**config.mk**
```make
export PLATFORM = sky130hd
export DESIGN_NAME = reg_bank_arbiter
export DESIGN_NICKNAME = d
export VERILOG_FILES = /design/src/rtl/reg_bank_pkg.sv /design/src/rtl/rr_arbiter_2.sv /design/src/rtl/reg_bank_arbiter.sv
export SDC_FILE = /design/constraint.sdc
export NUM_CORES = 1
export LEC_CHECK = 0
export ABC_AREA = 1
export CAP_MARGIN = 10
export CORE_MARGIN = 4
export CORE_UTILIZATION = 45
export DETAILED_ROUTE_END_ITERATION = 10
export PLACE_DENSITY = 0.73
export SLEW_MARGIN = 20
export SYNTH_ARGS = -nofsm -noshare
export SYNTH_HDL_FRONTEND = slang
export SYNTH_HIERARCHICAL = 1
export SYNTH_SLANG_ARGS = --single-unit
```
**constraint.sdc**
```tcl
create_clock -name clk -period 7.5 [get_ports clk]
set_input_delay 0.75 -clock clk [delete_from_list [all_inputs] [get_ports clk]]
set_output_delay 0.75 -clock clk [all_outputs]
set_load 0.02 [all_outputs]
```
**src/rtl/reg_bank_pkg.sv**
```systemverilog
// rtl/reg_bank_pkg.sv - shared widths, FSM encoding and port ids for the register bank arbiter
package reg_bank_pkg;

    localparam int ADDR_W = 15;
    localparam int DATA_W = 8;

    typedef enum logic [1:0] {
        ST_IDLE   = 2'd0,
        ST_ACCESS = 2'd1,
        ST_ACK    = 2'd2
    } state_t;

    localparam logic PORT_A = 1'b0;
    localparam logic PORT_B = 1'b1;

    // True when a byte address falls inside a bank of 'size' bytes.
    function automatic logic addr_in_range(input logic [ADDR_W-1:0] addr, input int size);
        logic [31:0] w_addr32;
        w_addr32 = 32'(addr);
        return w_addr32 < $unsigned(size);
    endfunction

endpackage

```
**src/rtl/rr_arbiter_2.sv**
```systemverilog
// rtl/rr_arbiter_2.sv - two-way round-robin grant selector
module rr_arbiter_2
    import reg_bank_pkg::*;
(
    input  logic i_req_a,
    input  logic i_req_b,
    input  logic i_ptr,
    output logic o_grant,
    output logic o_any_req
);

    // Contended requests follow the priority pointer; a lone request wins outright.
    always_comb begin
        o_any_req = i_req_a | i_req_b;
        if (i_req_a && i_req_b) begin
            o_grant = i_ptr;
        end else if (i_req_b) begin
            o_grant = PORT_B;
        end else begin
            o_grant = PORT_A;
        end
    end

endmodule

```
**src/rtl/reg_bank_arbiter.sv**
```systemverilog
// rtl/reg_bank_arbiter.sv - two-port arbitrated flip-flop register bank with flat image output
module reg_bank_arbiter
    import reg_bank_pkg::*;
#(
    parameter int REGISTER_BYTE_SIZE = 50
)
(
    input  logic                            clk,
    input  logic                            rst_n,
    input  logic                            a_req,
    input  logic                            a_we,
    input  logic [ADDR_W-1:0]               a_addr,
    input  logic [DATA_W-1:0]               a_wdata,
    input  logic                            b_req,
    input  logic                            b_we,
    input  logic [ADDR_W-1:0]               b_addr,
    input  logic [DATA_W-1:0]               b_wdata,
    output logic                            a_ack,
    output logic [DATA_W-1:0]               a_rdata,
    output logic                            a_err,
    output logic                            b_ack,
    output logic [DATA_W-1:0]               b_rdata,
    output logic                            b_err,
    output logic [8*REGISTER_BYTE_SIZE-1:0] Register_Bits
);

    state_t              r_state;
    logic                r_ptr;
    logic                r_port;
    logic                r_we;
    logic [ADDR_W-1:0]   r_addr;
    logic [DATA_W-1:0]   r_wdata;
    logic                r_a_ack;
    logic [DATA_W-1:0]   r_a_rdata;
    logic                r_a_err;
    logic                r_b_ack;
    logic [DATA_W-1:0]   r_b_rdata;
    logic                r_b_err;
    logic [DATA_W-1:0]   r_bank [REGISTER_BYTE_SIZE];

    logic                w_grant;
    logic                w_any_req;
    logic                w_in_range;
    logic [DATA_W-1:0]   w_rd_byte;

    rr_arbiter_2 u_rr_arbiter_2 (
        .i_req_a   (a_req),
        .i_req_b   (b_req),
        .i_ptr     (r_ptr),
        .o_grant   (w_grant),
        .o_any_req (w_any_req)
    );

    assign w_in_range = addr_in_range(r_addr, REGISTER_BYTE_SIZE);

    // Read mux over the latched address; out-of-range addresses match nothing and read as zero.
    always_comb begin
        w_rd_byte = '0;
        for (int i = 0; i < REGISTER_BYTE_SIZE; i++) begin
            if (r_addr == ADDR_W'(i)) begin
                w_rd_byte = r_bank[i];
            end
        end
    end

    // Arbitration FSM: latch the winner in IDLE, complete it in ACCESS, pulse ack and rotate priority in ACK.
    always_ff @(posedge clk or negedge rst_n) begin
        if (!rst_n) begin
            r_state   <= ST_IDLE;
            r_ptr     <= PORT_A;
            r_port    <= PORT_A;
            r_we      <= 1'b0;
            r_addr    <= '0;
            r_wdata   <= '0;
            r_a_ack   <= 1'b0;
            r_a_rdata <= '0;
            r_a_err   <= 1'b0;
            r_b_ack   <= 1'b0;
            r_b_rdata <= '0;
            r_b_err   <= 1'b0;
        end else begin
            case (r_state)
                ST_IDLE: begin
                    if (w_any_req) begin
                        r_port  <= w_grant;
                        r_we    <= (w_grant == PORT_B) ? b_we    : a_we;
                        r_addr  <= (w_grant == PORT_B) ? b_addr  : a_addr;
                        r_wdata <= (w_grant == PORT_B) ? b_wdata : a_wdata;
                        r_state <= ST_ACCESS;
                    end
                end
                ST_ACCESS: begin
                    if (r_port == PORT_A) begin
                        r_a_ack   <= 1'b1;
                        r_a_rdata <= w_in_range ? w_rd_byte : '0;
                        r_a_err   <= ~w_in_range;
                    end else begin
                        r_b_ack   <= 1'b1;
                        r_b_rdata <= w_in_range ? w_rd_byte : '0;
                        r_b_err   <= ~w_in_range;
                    end
                    r_state <= ST_ACK;
                end
                ST_ACK: begin
                    r_a_ack <= 1'b0;
                    r_b_ack <= 1'b0;
                    r_ptr   <= (r_port == PORT_A) ? PORT_B : PORT_A;
                    r_state <= ST_IDLE;
                end
                default: begin
                    r_a_ack <= 1'b0;
                    r_b_ack <= 1'b0;
                    r_state <= ST_IDLE;
                end
            endcase
        end
    end

    // Bank storage: the latched write lands during ACCESS; out-of-range writes are dropped.
    always_ff @(posedge clk or negedge rst_n) begin
        if (!rst_n) begin
            for (int i = 0; i < REGISTER_BYTE_SIZE; i++) begin
                r_bank[i] <= '0;
            end
        end else if (r_state == ST_ACCESS && r_we && w_in_range) begin
            for (int i = 0; i < REGISTER_BYTE_SIZE; i++) begin
                if (r_addr == ADDR_W'(i)) begin
                    r_bank[i] <= r_wdata;
                end
            end
        end
    end

    genvar g;
    generate
        for (g = 0; g < REGISTER_BYTE_SIZE; g++) begin : g_image
            assign Register_Bits[8*g +: 8] = r_bank[g];
        end
    endgenerate

    assign a_ack   = r_a_ack;
    assign a_rdata = r_a_rdata;
    assign a_err   = r_a_err;
    assign b_ack   = r_b_ack;
    assign b_rdata = r_b_rdata;
    assign b_err   = r_b_err;

endmodule

```
==> impl.org <==
** Status
- Result of the run :: finished, final reports clean

** Place
- Routability congestion estimate from global placement :: around 0.95
- Setup slack after placement :: 2.249 ns
- After detailed placement, the total cell area comes to 0.02583 mm2.
- Number of buffer cells added on primary ports :: 471
- Detailed placement ended at an HPWL of 56580 um.

** Die
- Horizontal die dimension :: 222.5 um
- Area of the die :: 0.04949 mm2
- Number of rows created at floorplan :: 78
- Once the floorplan was initialized, standard cells occupied 45.61% of the core.
- The floorplan step defined a core boundary enclosing 0.04538 mm2.
- Count of pins on the block boundary :: 472
- From bottom edge to top edge, the die measures 222.5 um.

** Route
- The count of nets left with antenna violations once routing finished came out at 0.
- After the first detailed-routing iteration, the DRC count stood at 1941.
- WL final :: 77300 um
- Detailed-route via count :: 19900
- For this run, design rule violations remaining after detail routing come to 0.
- Via-per-instance ratio :: 5.443
- After detailed routing, the average wire length per cell comes to 21.14 um.
- For this run, the detailed router's first-pass iteration total came to 6.

** Pwr
- Internal Power :: 4.198 mW
- IR analysis of the VDD net gives a maximum drop of 0.0002046 V.
- Reg power frac :: 43.1%
- Summed over all cells, the static leakage comes to about 12 nW.
- Summed over all nets, the switching power comes to 1.994 mW.
- Final Total Pwr :: between 6 and 7 mW
- Switching share of power :: roughly 32%
- Power spread over the standard cell area amounts to between 200 and 250 mW/mm2.
- In this run, the combinational gates consume 18.8% of the power.
- In this run, the clock network consumes about 38% of the power.

** STA
- Count of final hold-check violations :: 0
- F_max :: 0.1879 GHz
- Worst setup margin :: 2.179 ns
- Transition time at the pin with the least slew margin :: 1.173 ns
- Setup repair after global routing left no endpoint under its margin.
- Final Slew Violations :: 0
- Minimum period implied by the final worst setup slack :: 5.321 ns
- Final period util :: 70.94%
- Setup violations remaining at the end of the flow were counted as 0.
- Layout Skew :: 0.02249 ns
- Worst slew margin relative to its limit :: 21.72%
- Setup TNS after final layout :: 0 ns

** CTS
- TritonCTS built the clock tree.
- Total setup buffers inserted after CTS :: 0
- After clock tree synthesis, the flow added hold-fix buffers numbering 0.
- Buffers inserted during clock tree synthesis total 48.
- Worst skew pair latency :: 0.59 ns
- The clock passes through at most 3 buffers.
- Clock Tree Root :: sky130_fd_sc_hd__clkbuf_16
- Clock tree synthesis found a total of about 450 sinks.
- Clock slew at the register clock pins of the worst setup and hold paths :: 0.06 ns
- The clock tree synthesis step divided the H-tree into 2 levels.
- Once the clock tree was built, the resizer swapped 0 gates to a different size.

** Hold path
- The tightest min-delay check is of the in2async type.

** Critical path
- R2R cell count :: 31
- STA classifies the critical path endpoint as a flip-flop.
- Arrival @ worst endpoint :: 5.73 ns
- The largest single stage delay on the critical path is 0.75 ns.
- For the worst setup path, the data required time is 7.91 ns.
- Cell with the biggest individual delay on the critical path :: sky130_fd_sc_hd__nand3_1
- Peak fanout along the critical path :: 15
- Classification of the worst setup path :: reg2reg
- Startpoint type of the worst setup path :: flip-flop

** Cells and area
- After filler insertion, the fill cell instance count of the layout stands at 3986.
- Once layout is done, the placed cells without fillers occupy 0.02738 mm2.
- Inserted Diodes :: 0
- Total area of multi-input combinational cells :: 0.008203 mm2
- Layout cells sized above 1 :: ~7.1%
- Utilization of the core after routing :: between 60 and 70%
- Layout net count :: 3077
- Compared with the post-synthesis result, the final layout area differs by 32.29%.
- Combined flip-flop and latch cell area :: around 0.011 mm2

** Global route
- Entering global routing, the biggest net connects 171 pins.
- Wire length of the first global-routing pass :: 118400 um
- Total grt overflow :: 0
- The number of global-route vias before repair came to about 20000.
- Initial antenna violation count :: 0
- In the global route stage, overall resource usage came out at 30.50%.

** Yosys
- Library cell with the largest summed area after synthesis :: sky130_fd_sc_hd__dfrtp_1
- Yosys cell types :: 40
- Synthesis produced a netlist whose cell count is 2607.
- The most used flip-flop cell after synthesis is sky130_fd_sc_hd__dfrtp_1.
- Share of flip-flops with an asynchronous set or reset after synthesis :: 100.0%
- Yosys mapped a number of flops with a built-in enable equal to 0.
- Of the synthesized area, sequential elements account for 54.17%.
- The top cell type by area accounts for 54.17% of the synthesized area.
- For this run, the number of Yosys warnings is 6.
- Total standard cell area after synthesis :: 0.02070 mm2
- After synthesis the netlist holds a flip-flop and latch count of 448.
- Mean Syn Cell Area :: between 7 and 8 um2
- Synthesized Nets :: 2659
- Ranking of synthesized cells by area :: sky130_fd_sc_hd__dfrtp_1, sky130_fd_sc_hd__nand2_1, sky130_fd_sc_hd__o21ai_0

** Flow run
- Max-cap violations :: 0
==> cell usage after synthesis, types with 3 or more instances <==
| master | instances |
|---|---|
| sky130_fd_sc_hd__mux2_2 | 3 |
| sky130_fd_sc_hd__inv_1 | 196 |
| sky130_fd_sc_hd__dfrtp_1 | 448 |
| sky130_fd_sc_hd__nor2_2 | 16 |
| sky130_fd_sc_hd__or2_1 | 5 |
| sky130_fd_sc_hd__or2_0 | 3 |
| sky130_fd_sc_hd__o21ai_1 | 4 |
| sky130_fd_sc_hd__clkbuf_1 | 108 |
| sky130_fd_sc_hd__nand2_2 | 7 |
| sky130_fd_sc_hd__o21ai_0 | 411 |
| sky130_fd_sc_hd__buf_2 | 3 |
| sky130_fd_sc_hd__o22ai_1 | 3 |
| sky130_fd_sc_hd__buf_4 | 3 |
| sky130_fd_sc_hd__inv_2 | 14 |
| sky130_fd_sc_hd__a21oi_1 | 10 |
| sky130_fd_sc_hd__nor2_1 | 171 |
| sky130_fd_sc_hd__nand2_1 | 929 |
| sky130_fd_sc_hd__a31oi_1 | 25 |
| sky130_fd_sc_hd__nand4_1 | 106 |
| sky130_fd_sc_hd__nor3_1 | 13 |
| sky130_fd_sc_hd__a21boi_0 | 4 |
| sky130_fd_sc_hd__nand3_1 | 21 |
| sky130_fd_sc_hd__buf_1 | 5 |
| sky130_fd_sc_hd__nor2_4 | 4 |
| sky130_fd_sc_hd__or2_2 | 73 |
==> cells by family after synthesis <==
group / share of synthesized area (%)
AO/OA/AOI/OAI: 11.41
buffers and inverters: 6.257
flip-flops: 54.17
multiplexers: 0.2599
AND/OR/NAND/NOR: 27.90
==> cells in the final DEF (no fill, tap or decap), types with 3 or more instances in the layout <==
| master | netlist | final |
|---|---|---|
| sky130_fd_sc_hd__nor2_2 | 16 | 16 |
| sky130_fd_sc_hd__or2_0 | 3 | 3 |
| sky130_fd_sc_hd__buf_4 | 3 | 17 |
| sky130_fd_sc_hd__clkbuf_1 | 108 | 10 |
| sky130_fd_sc_hd__a21boi_0 | 4 | 4 |
| sky130_fd_sc_hd__clkbuf_16 | 0 | 49 |
| sky130_fd_sc_hd__nand4_1 | 106 | 106 |
| sky130_fd_sc_hd__o22ai_1 | 3 | 3 |
| sky130_fd_sc_hd__inv_2 | 14 | 15 |
| sky130_fd_sc_hd__clkdlybuf4s50_1 | 0 | 470 |
| sky130_fd_sc_hd__inv_1 | 196 | 188 |
| sky130_fd_sc_hd__clkinv_2 | 0 | 6 |
| sky130_fd_sc_hd__clkbuf_8 | 0 | 13 |
| sky130_fd_sc_hd__or2_1 | 5 | 5 |
| sky130_fd_sc_hd__nor3_1 | 13 | 12 |
| sky130_fd_sc_hd__o21ai_1 | 4 | 4 |
| sky130_fd_sc_hd__nor2_4 | 4 | 4 |
| sky130_fd_sc_hd__clkinv_1 | 2 | 9 |
| sky130_fd_sc_hd__a31oi_1 | 25 | 25 |
| sky130_fd_sc_hd__o21ai_0 | 411 | 411 |
| sky130_fd_sc_hd__nor2_1 | 171 | 171 |
| sky130_fd_sc_hd__nand2_2 | 7 | 7 |
| sky130_fd_sc_hd__mux2_2 | 3 | 3 |
| sky130_fd_sc_hd__or2_2 | 73 | 73 |
| sky130_fd_sc_hd__a21oi_1 | 10 | 10 |
| sky130_fd_sc_hd__nand3_1 | 21 | 21 |
| sky130_fd_sc_hd__nand2_1 | 929 | 929 |
| sky130_fd_sc_hd__dfrtp_1 | 448 | 448 |
==> final cells by class <==
type,count,area share [%]
Clock buffer,72,5.269
Clock inverter,9,0.3610
Timing Repair Buffer,490,17.82
Multi-Input combinational cell,1825,29.96
Sequential cell,448,40.95
Inverter,212,2.906
Tap cell,600,2.742
==> power by group through the flow <==
stage	logic (mW)	clock network (mW)	registers (mW)
floorplan	0.612	0	2.71
global placement	1.12	0	2.70
detailed placement	1.14	0	2.70
CTS	1.15	2.37	2.67
global route	1.25	2.47	2.68
finish	1.17	2.36	2.67
==> layer usage <==
layer / track usage, % / vias up / part of all wire, % / wire [um]
met5: 0 / - / 0 / 0
met4: 11.29 / 0 / 3.8 / 2921
met3: 5.364 / 167 / 8.1 / 6296
met2: 50.30 / 969 / 47 / 36680
met1: 40.75 / 9565 / 41 / 31400
li1: - / 9199 / - / -
==> path summary, 6_finish.rpt <==
check / to / from / slack (ns)
worst min register to register: Register_Bits[64]$_DFFE_PN0P_ / Register_Bits[64]$_DFFE_PN0P_ / 0.51
min in group clk: Register_Bits[64]$_DFFE_PN0P_ / Register_Bits[64]$_DFFE_PN0P_ / 0.51
max in group asynchronous: Register_Bits[172]$_DFFE_PN0P_ / rst_n / 5.68
worst max-delay path: a_rdata[5]$_DFFE_PN0P_ / r_addr[5]$_DFFE_PN0P_ / 2.18
worst min-delay path: b_rdata[2]$_DFFE_PN0P_ / rst_n / 0.24
worst max register to register: a_rdata[5]$_DFFE_PN0P_ / r_addr[5]$_DFFE_PN0P_ / 2.18
==> sequential cells by signal, indices dropped and copies added (netlist names), 2 cells and up <==
register,cells
Register_Bits,400
r_addr,15
a_rdata,8
b_rdata,8
r_wdata,8
r_state,2
==> per-stage QoR <==
step / std cells / hold slack [ns]
after floorplan: 2607 / 0.4544
after global placement: 3575 / 0.4859
after detailed placement: 3575 / 0.4930
after CTS: 3656 / 0.3062
after global routing: 3656 / 0.3318
final: 3656 / 0.2412
==> worst max-delay path, delay by kind of cell, from the launching register on <==
| family | cells | cell delay, ns |
|---|---|---|
| and+or+nand+nor | 26 | 4.19 |
| DFF | 1 | 0.41 |
| buffers and inverters | 1 | 0.09 |
| AOI/OAI and AO/OA | 4 | 0.43 |
Power figures use the tool's default switching activity.
